==> src/rtl/cdc_event_queue.sv <==
// Per-channel saturating event counters, replayed one at a time in round-robin order as fire_o requests to a crossing.
// evt_i to fire_o takes 2 cycles. While ready_i withholds service, events queue up; they drop and set the sticky overflow flag only at counter saturation.
module cdc_event_queue #(
  parameter int  CHANNELS = 4,
  parameter int  CNT_W    = 4,
  localparam int CH_W     = (CHANNELS > 1) ? $clog2(CHANNELS) : 1
) (
  input  logic                clk_i,
  input  logic                rstn_i,
  input  logic [CHANNELS-1:0] evt_i,
  input  logic                ready_i,
  output logic                fire_o,
  output logic [CH_W-1:0]     fireCh_o,
  output logic [CHANNELS-1:0] pending_o,
  output logic [CHANNELS-1:0] overflow_o,
  input  logic [CHANNELS-1:0] overflowClr_i
);

  typedef enum logic [1:0] {IDLE, FIRE, WAIT} stateE;

  localparam logic [CNT_W-1:0] CntMax = '1;

  stateE               state;
  logic [CH_W-1:0]     last;
  logic [CH_W-1:0]     nextCh;
  logic [CH_W-1:0]     idx;
  logic                found;
  logic [CNT_W-1:0]    cnt [CHANNELS];
  logic [CHANNELS-1:0] dec;
  logic [CHANNELS-1:0] full;
  logic [CHANNELS-1:0] ovfSet;

  assign fire_o = (state == FIRE);

  // An event coinciding with its own channel's fire cancels out, so it can never overflow.
  assign ovfSet = evt_i & ~dec & full;

  always_comb begin
    pending_o = '0;
    dec       = '0;
    full      = '0;
    for (int c = 0; c < CHANNELS; c++) begin
      pending_o[c] = (cnt[c] != '0);
      full[c]      = (cnt[c] == CntMax);
      dec[c]       = fire_o && (fireCh_o == CH_W'(c));
    end
  end

  // Round-robin search starting just after the previously served channel.
  always_comb begin
    found  = 1'b0;
    nextCh = '0;
    idx    = '0;
    for (int i = 1; i <= CHANNELS; i++) begin
      idx = CH_W'((int'(last) + i) % CHANNELS);
      if (!found && pending_o[idx]) begin
        found  = 1'b1;
        nextCh = idx;
      end
    end
  end

  always_ff @(posedge clk_i or negedge rstn_i) begin
    if (!rstn_i) begin
      for (int c = 0; c < CHANNELS; c++) begin
        cnt[c] <= '0;
      end
      overflow_o <= '0;
    end else begin
      for (int c = 0; c < CHANNELS; c++) begin
        if (evt_i[c] && !dec[c] && !full[c]) begin
          cnt[c] <= cnt[c] + 1'b1;
        end else if (dec[c] && !evt_i[c]) begin
          cnt[c] <= cnt[c] - 1'b1;
        end
      end
      overflow_o <= ovfSet | (overflow_o & ~overflowClr_i);
    end
  end

  always_ff @(posedge clk_i or negedge rstn_i) begin
    if (!rstn_i) begin
      state    <= IDLE;
      fireCh_o <= '0;
      last     <= CH_W'(CHANNELS - 1);
    end else begin
      case (state)
        IDLE: begin
          if (ready_i && found) begin
            state    <= FIRE;
            fireCh_o <= nextCh;
            last     <= nextCh;
          end
        end
        FIRE: state <= WAIT;
        // ready_i dropping is the crossing's acknowledge of the request.
        WAIT: begin
          if (!ready_i) begin
            state <= IDLE;
          end
        end
        default: state <= IDLE;
      endcase
    end
  end

endmodule

==> config.mk <==
export PLATFORM = sky130hd
export DESIGN_NAME = cdc_event_queue
export DESIGN_NICKNAME = d
export VERILOG_FILES = /design/src/rtl/cdc_event_queue.sv
export SDC_FILE = /design/constraint.sdc
export NUM_CORES = 1
export LEC_CHECK = 0
export CAP_MARGIN = 10
export CORE_MARGIN = 4
export CORE_UTILIZATION = 45
export DETAILED_ROUTE_END_ITERATION = 8
export DONT_BUFFER_PORTS = 1
export PLACE_DENSITY = 0.6
export SYNTH_ARGS = -nofsm -noshare
export SYNTH_HDL_FRONTEND = slang
export SYNTH_SLANG_ARGS = --single-unit
==> constraint.sdc <==
create_clock -name clk_i -period 3.45 [get_ports clk_i]
set_input_delay 0.345 -clock clk_i [delete_from_list [all_inputs] [get_ports clk_i]]
set_output_delay 0.345 -clock clk_i [all_outputs]
set_load 0.01 [all_outputs]
==> summary.md, run 1 <==
| Metric | Value |
|---|---|
| Status | `completed` |
| Vias in the first global route | `approximately 1,000` |
| Synth area leader | `dfrtp_1` |
| Cell Count, Final, Fillers Out | `between 150 and 200` |
| Num rows | `21` |
| Sum Neg Setup Slack | `0 ps` |
| CTS Buffer Depth | `2` |
| Initial antenna violation count | `0` |
| CTS Sinks | `26` |
| Top cells by area, synth | `dfrtp_1 38%, ha_1 6.4%, xor2_1 5.6%` |
| Synth Area in Compound Gates | `0.1045` |
| Cell count of the worst reg-to-reg path | `7` |
| Root Buffer Master | `clkbuf_4` |
| Maxcap violations | `0` |
| CP max FO | `6` |
| Hold Crit Endpoint | `overflow_o[1]` |
| Synth Instances | `~130` |
| Pins Over Slew Limit | `0` |
| DRC | `0` |
| Input/output buffers | `0` |
| Initial core utilization | `0.4661` |
| Post-synthesis xor/xnor area fraction | `0.06704` |
| Largest family of logic cells by synthesized area | `simple AND/OR/NAND/NOR gates` |
| DP Cell Count | `between 150 and 200` |
| Adder-cell share of the synthesized area | `0.1149` |
| Largest net degree at the start of global routing | `27` |
| Reg-to-Reg End | `cnt[15]` |
| Share of synthesized registers carrying an async set or reset | `1.000` |
| Clock skew | `about 11 ps` |
| Sequential area share after synthesis | `0.4166` |
| Static leakage | `just over 0.0007 uW` |
| Synth cell types | `40` |
| WL final | `2910 um` |
| Final #Nets | `~160` |
| First-pass GRT wire length | `5016 um` |
| P&R area growth vs syn | `7.262%` |
| H-tree depth | `1` |
| Worst path max stage delay | `about 580 ps` |
| Final core utilization | `0.5000` |
| Period Utilization, post-route | `0.7077` |
| Vias per std cell | `5.303` |
| RSZ-0062 raised after global routing | `no` |
| Share of layout cells above drive strength 1 | `0.2014` |
| Post-synth top flop | `dfrtp_1` |
| Total gr overflow | `0` |
| Via Count | `around 980` |
| Hold Vio Cnt, Final | `0` |
| CP cell instances | `or4b_4, nand3_2, ha_1, a21o_1, a21oi_1, mux2i_4, xor2_1` |
| Clk Latency, worst-skew pair | `approximately 320 ps` |
| R2R setup slack | `around 1000 ps` |
| Arrival time worst endpoint | `2690 ps` |
| Synth Net Count | `around 160` |
| DRT iter0 DRCs | `22` |
| Proportion of synthesized area in mux cells | `0.1157` |
| Worst hold start | `overflowClr_i[1]` |
| Fillcell total | `~330` |
| #FFs+latches synth | `26` |
| CTS buffer count | `3` |
| Gr usage total | `0.1486` |
| Area share of the largest cell type after synthesis | `0.3831` |
| VDD IR-drop max | `~0.00038 V` |
| Post-Synth Simple-Gate Area | `0.1548` |
| Worst r2r src | `fireCh_o[0]` |
| Chip width | `approximately 67 um` |
| Post-CTS setup buffer count | `0` |
| Worst-Margin Slew | `approximately 510 ps` |
| CP max-delay cell | `or4b_4` |
| Placer's final routability congestion estimate | `approximately 0.82` |
| Worst min path class | `in -> reg` |
| Die Ht | `67.03 um` |
| Worst rel slew slack | `0.6549` |
| Crit path time final | `about 2400 ps` |
| Die area | `around 4500 um2` |
| # hold bufs at CTS | `2` |
| Final setup fails | `0` |
| Pwr dens | `between 900 and 1000 nW/um2` |
| Routed WL per cell | `between 15 and 20 um` |
| Worst EP required | `around 3700 ps` |
| Syn avg cell area | `11.79 um2` |
| Clock transition at path regs | `roughly 140 ps` |
| Ys Warns | `0` |
| ANT cells | `0` |
| Critical path capture point type | `flip-flop` |
| Worst slack, placed | `1039 ps` |
| Post-route setup slack | `1008 ps` |
| Core box area | `roughly 3400 um2` |
| DP Wirelength | `between 2000 and 2500 um` |
| Antenna viol nets, final | `0` |
| Maximum operating frequency | `between 400 and 500 MHz` |
| CTS tree | `built` |
| Post-CTS sizing | `0` |
| Drt first pass iters | `4` |
| Critical Path Start Type | `flip-flop` |
| Design Power | `1560 uW` |
| Top-Level Pins | `22` |
| Crit Path Category | `reg -> reg` |
| Hold path cells | `1` |
| Post-synth EDFFs | `0` |
| Mapped cell area | `around 1600 um2` |
-- report_power, final --
group / internal, uW / switching [uW]
registers: 462 / 233
logic: 398 / 336
clock network: 45.2 / 85.3
-- per-stage QoR --
stage	cell area, um2	hold slack, ps
2_1_floorplan	1568	49.41
3_3_place_gp	1625	50.05
3_5_place_dp	1625	50.04
4_1_cts	1682	88.75
5_1_grt	1682	79.50
6_report	1682	100.8
-- synthesized netlist by cell type, types with 2 or more instances --
library cell,instances
mux2_4,2
mux2i_1,5
o22ai_1,5
xnor2_1,2
dfrtp_1,24
mux2_2,7
ha_1,8
nand3b_1,2
a21o_1,4
a21oi_1,7
dfstp_2,2
o21ai_0,2
nor2_1,5
nand4_1,4
inv_1,11
fa_1,4
nor4_2,3
nand2_1,5
xor2_1,10
-- final cells by class --
type	instances	area, um2	area share
clock buffers	4	26.28	0.01563
inverters	11	41.29	0.02455
multi-input cells	96	873.3	0.5193
flip-flops and latches	26	653.1	0.3884
well taps	46	57.56	0.03423
repair buffers	2	30.03	0.01786
-- registers in the layout, indices dropped and copies added, names as in the netlist --
signal,cells
cnt,16
fireCh_o,2
last,2
overflow_o,4
state,2
-- worst max-delay path, delay by kind of cell (launching register included) --
family | cells | cell delay [ps]
compound gates | 2 | 440
xor+xnor | 1 | 160
simple gates | 2 | 750
flops | 1 | 500
fa+ha+maj | 1 | 260
mux | 1 | 270
-- kinds of logic after synthesis --
kind of cell	after synthesis
simple gates	33
flops	26
compound gates	24
mux	15
xor+xnor	12
fa+ha+maj	12
buf+inv	11
-- worst max path at each step --
stage | startpoint | to | slack [ps] | depth (start not counted)
after floorplan | fireCh_o[0] | cnt[15] | 1170 | 7
after global placement | fireCh_o[0] | cnt[15] | 1090 | 7
after detailed placement | fireCh_o[0] | cnt[15] | 1040 | 7
after CTS | fireCh_o[0] | cnt[15] | 1010 | 7
after global routing | fireCh_o[0] | cnt[15] | 890 | 7
final | fireCh_o[0] | cnt[15] | 1010 | 7
-- placed cells by master (no fill, tap or decap), types with 3 or more instances in the layout --
master and instances:
a21o_1 4, a21oi_1 7, clkbuf_4 3, dfrtp_1 24
fa_1 4, ha_1 8, inv_1 11, mux2_2 7
mux2i_1 5, nand2_1 5, nand4_1 4, nor2_1 5
nor4_2 3, o22ai_1 5, xor2_1 10
-- routing by layer --
metal  global-route usage  vias to the layer above  part of all wire
met5                    0                        -                 0
met4              0.05316                        0            0.0055
met3              0.02698                        2             0.041
met2               0.2503                       13              0.52
met1               0.1884                      478              0.43
li1                     -                      488                 -
No activity file was read; power rests on OpenSTA's default activity.
==> inputs of run 2 (changes only) <==
==> constraint.sdc (replaced) <==
create_clock -name clk_i -period 2.25 [get_ports clk_i]
set_input_delay 0.225 -clock clk_i [delete_from_list [all_inputs] [get_ports clk_i]]
set_output_delay 0.225 -clock clk_i [all_outputs]
set_load 0.01 [all_outputs]
==> run 2 against run 1 <==
Effect of this change:
- register-to-register slack worse by 900 ps
- power up 60%
- critical path depth did not move
- die area unchanged
- non-clock buffer count grew 12
- final cell count rose by 6.5%
- core utilization increased by 3.8 points
- clock skew increased by 4.3 ps
- largest power group unchanged
- highest routed layer unchanged
==> summary.md, run 2 (same netlist as run 1, synthesis figures left out) <==
| Metric | Value |
|---|---|
| Status | `completed` |
| Vias per std cell | `5.492` |
| WL final | `2795 um` |
| Commonest non-fill, non-tap cell in the layout | `dfrtp_1` |
| Max reg flops | `16` |
| Crit path time final | `2142 ps` |
| Share of layout cells above drive strength 1 | `0.2715` |
| Total gr overflow | `0` |
| Top flop regs | `cnt: 16 flops, overflow_o: 4 flops` |
| Gr usage total | `0.1410` |
| Hold Vio Cnt, Final | `0` |
| Initial antenna violation count | `0` |
| Pwr dens | `around 1400 nW/um2` |
| Drt first pass iters | `4` |
| Die area | `4492 um2` |
| ANT cells | `0` |
| CP max FO | `3` |
| Worst-Margin Slew | `~550 ps` |
| First-pass GRT wire length | `between 4000 and 5000 um` |
| Worst rel slew slack | `0.6276` |
| P&R area growth vs syn | `15.32%` |
| Final #Nets | `175` |
| Initial core utilization | `0.4661` |
| CTS buffer count | `3` |
| H-tree depth | `1` |
| Worst path max stage delay | `~560 ps` |
| DRT iter0 DRCs | `38` |
| CTS Buffer Depth | `2` |
| Antenna viol nets, final | `0` |
| Clock transition at path regs | `between 100 and 150 ps` |
| Final core utilization | `0.5376` |
| DP Wirelength | `2172 um` |
| Maxcap violations | `0` |
| Worst EP required | `2510 ps` |
| Pins Over Slew Limit | `0` |
| Worst min path class | `in -> reg` |
| Input/output buffers | `0` |
| Sum Neg Setup Slack | `0 ps` |
| Die Ht | `about 67 um` |
| CP cell instances | `or4b_4, nand3_4, buf_4, ha_1, a21oi_2, mux2i_4, xor2_1` |
| Crit path buf inv count | `1` |
| Root Buffer Master | `clkbuf_4` |
| Cell Count, Final, Fillers Out | `around 200` |
| Largest net degree at the start of global routing | `27` |
| CP max-delay cell | `or4b_4` |
| Int Power | `1470 uW` |
| Placer's final routability congestion estimate | `0.8284` |
| CTS Sinks | `26` |
| Sw Pwr | `1019 uW` |
| VDD IR-drop max | `approximately 0.00075 V` |
| Maximum operating frequency | `around 470 MHz` |
| Crit path max-delay family | `simple AND/OR/NAND/NOR gates` |
| Sw frac | `0.4093` |
| Clk pwr share | `0.080` |
| Chip width | `roughly 67 um` |
| Comb pwr share | `0.515` |
| Critical Path Start Type | `flip-flop` |
| Static leakage | `~0.00078 uW` |
| Clk Latency, worst-skew pair | `between 300 and 400 ps` |
| Crit Path Category | `reg -> reg` |
| Via Count | `~1,100` |
| Critical path capture point type | `flip-flop` |
| Final setup fails | `0` |
| CTS tree | `built` |
| Most frequent cells in the layout | `23 x dfrtp_1, 11 x inv_1, 10 x xor2_1` |
| R2R setup slack | `110 ps` |
| Clock skew | `around 15 ps` |
| Fillcell total | `about 340` |
| Flop pwr share | `0.406` |
| Biggest register | `cnt` |
| DRC | `0` |
| Arrival time worst endpoint | `2400 ps` |
| Routed WL per cell | `about 14 um` |
| Core box area | `3363 um2` |
| Num rows | `21` |
| DP Cell Count | `approximately 190` |
| Vias in the first global route | `1,090` |
| Period Utilization, post-route | `0.9522` |
| Top-Level Pins | `22` |
run 2: worst reg2reg max path, cell delays in order, from the launching register on:
cell,delay [ps]
dfrtp_1,400
or4b_4,560
nand3_4,120
buf_4,140
ha_1,250
a21oi_2,220
mux2i_4,250
xor2_1,150
run 2: layout make-up:
| cell class | instances | area [um2] | area share |
|---|---|---|---|
| repair buffers | 14 | 130.1 | 0.07197 |
| inverters | 11 | 41.29 | 0.02284 |
| well taps | 46 | 57.56 | 0.03183 |
| clock buffers | 4 | 26.28 | 0.01453 |
| multi-input cells | 96 | 898.4 | 0.4969 |
| flip-flops and latches | 26 | 654.4 | 0.3619 |
run 2: final timing paths:
kind / startpoint / end / cells after the start
min reg2reg: cnt[11] / cnt[11] / 1
max reg2reg: fireCh_o[1] / cnt[15] / 7
min in group asynchronous: rstn_i / cnt[9] / 2
max in group asynchronous: rstn_i / last[1] / 2
min: evt_i[0] / overflow_o[0] / 2
max: fireCh_o[1] / cnt[15] / 7
run 2: per-stage QoR:
stage | worst slack, ps | hold WS (ps) | total power (uW) | area, um2
floorplan | 52.31 | -70.59 | 1949 | 1572
global route | -11.62 | 7.550 | 2723 | 1808
detailed placement | 57.25 | -69.74 | 2255 | 1682
CTS | 57.62 | 7.529 | 2487 | 1778
finish | 107.7 | 18.75 | 2489 | 1808
global placement | 139.4 | -69.89 | 2195 | 1682
run 2: power groups by stage:
stage / Sequential [uW] / Clock, uW / Combinational, uW
floorplan: 996 / 0 / 953
global placement: 1000 / 0 / 1190
detailed placement: 1020 / 0 / 1240
CTS: 1010 / 210 / 1270
global route: 1060 / 227 / 1440
finish: 1010 / 198 / 1280
run 2: routing by layer:
metal	GRT usage	up-vias	wire length [um]	share of wire
met5	0	-	0	0
met4	0.01519	0	15	0.0054
met3	0.05396	2	225	0.081
met2	0.2184	26	1270	0.45
met1	0.1926	537	1283	0.46
li1	-	517	-	-
run 2: what timing repair did:
| action | in CTS | in global routing |
|---|---|---|
| buffers inserted | 0 | 1 |
| hold buffers | 6 | 0 |
| resized for setup | 0 | 5 |
| setup endpoints to repair | 0 | 3 |
| hold endpoints to repair | 30 | 0 |
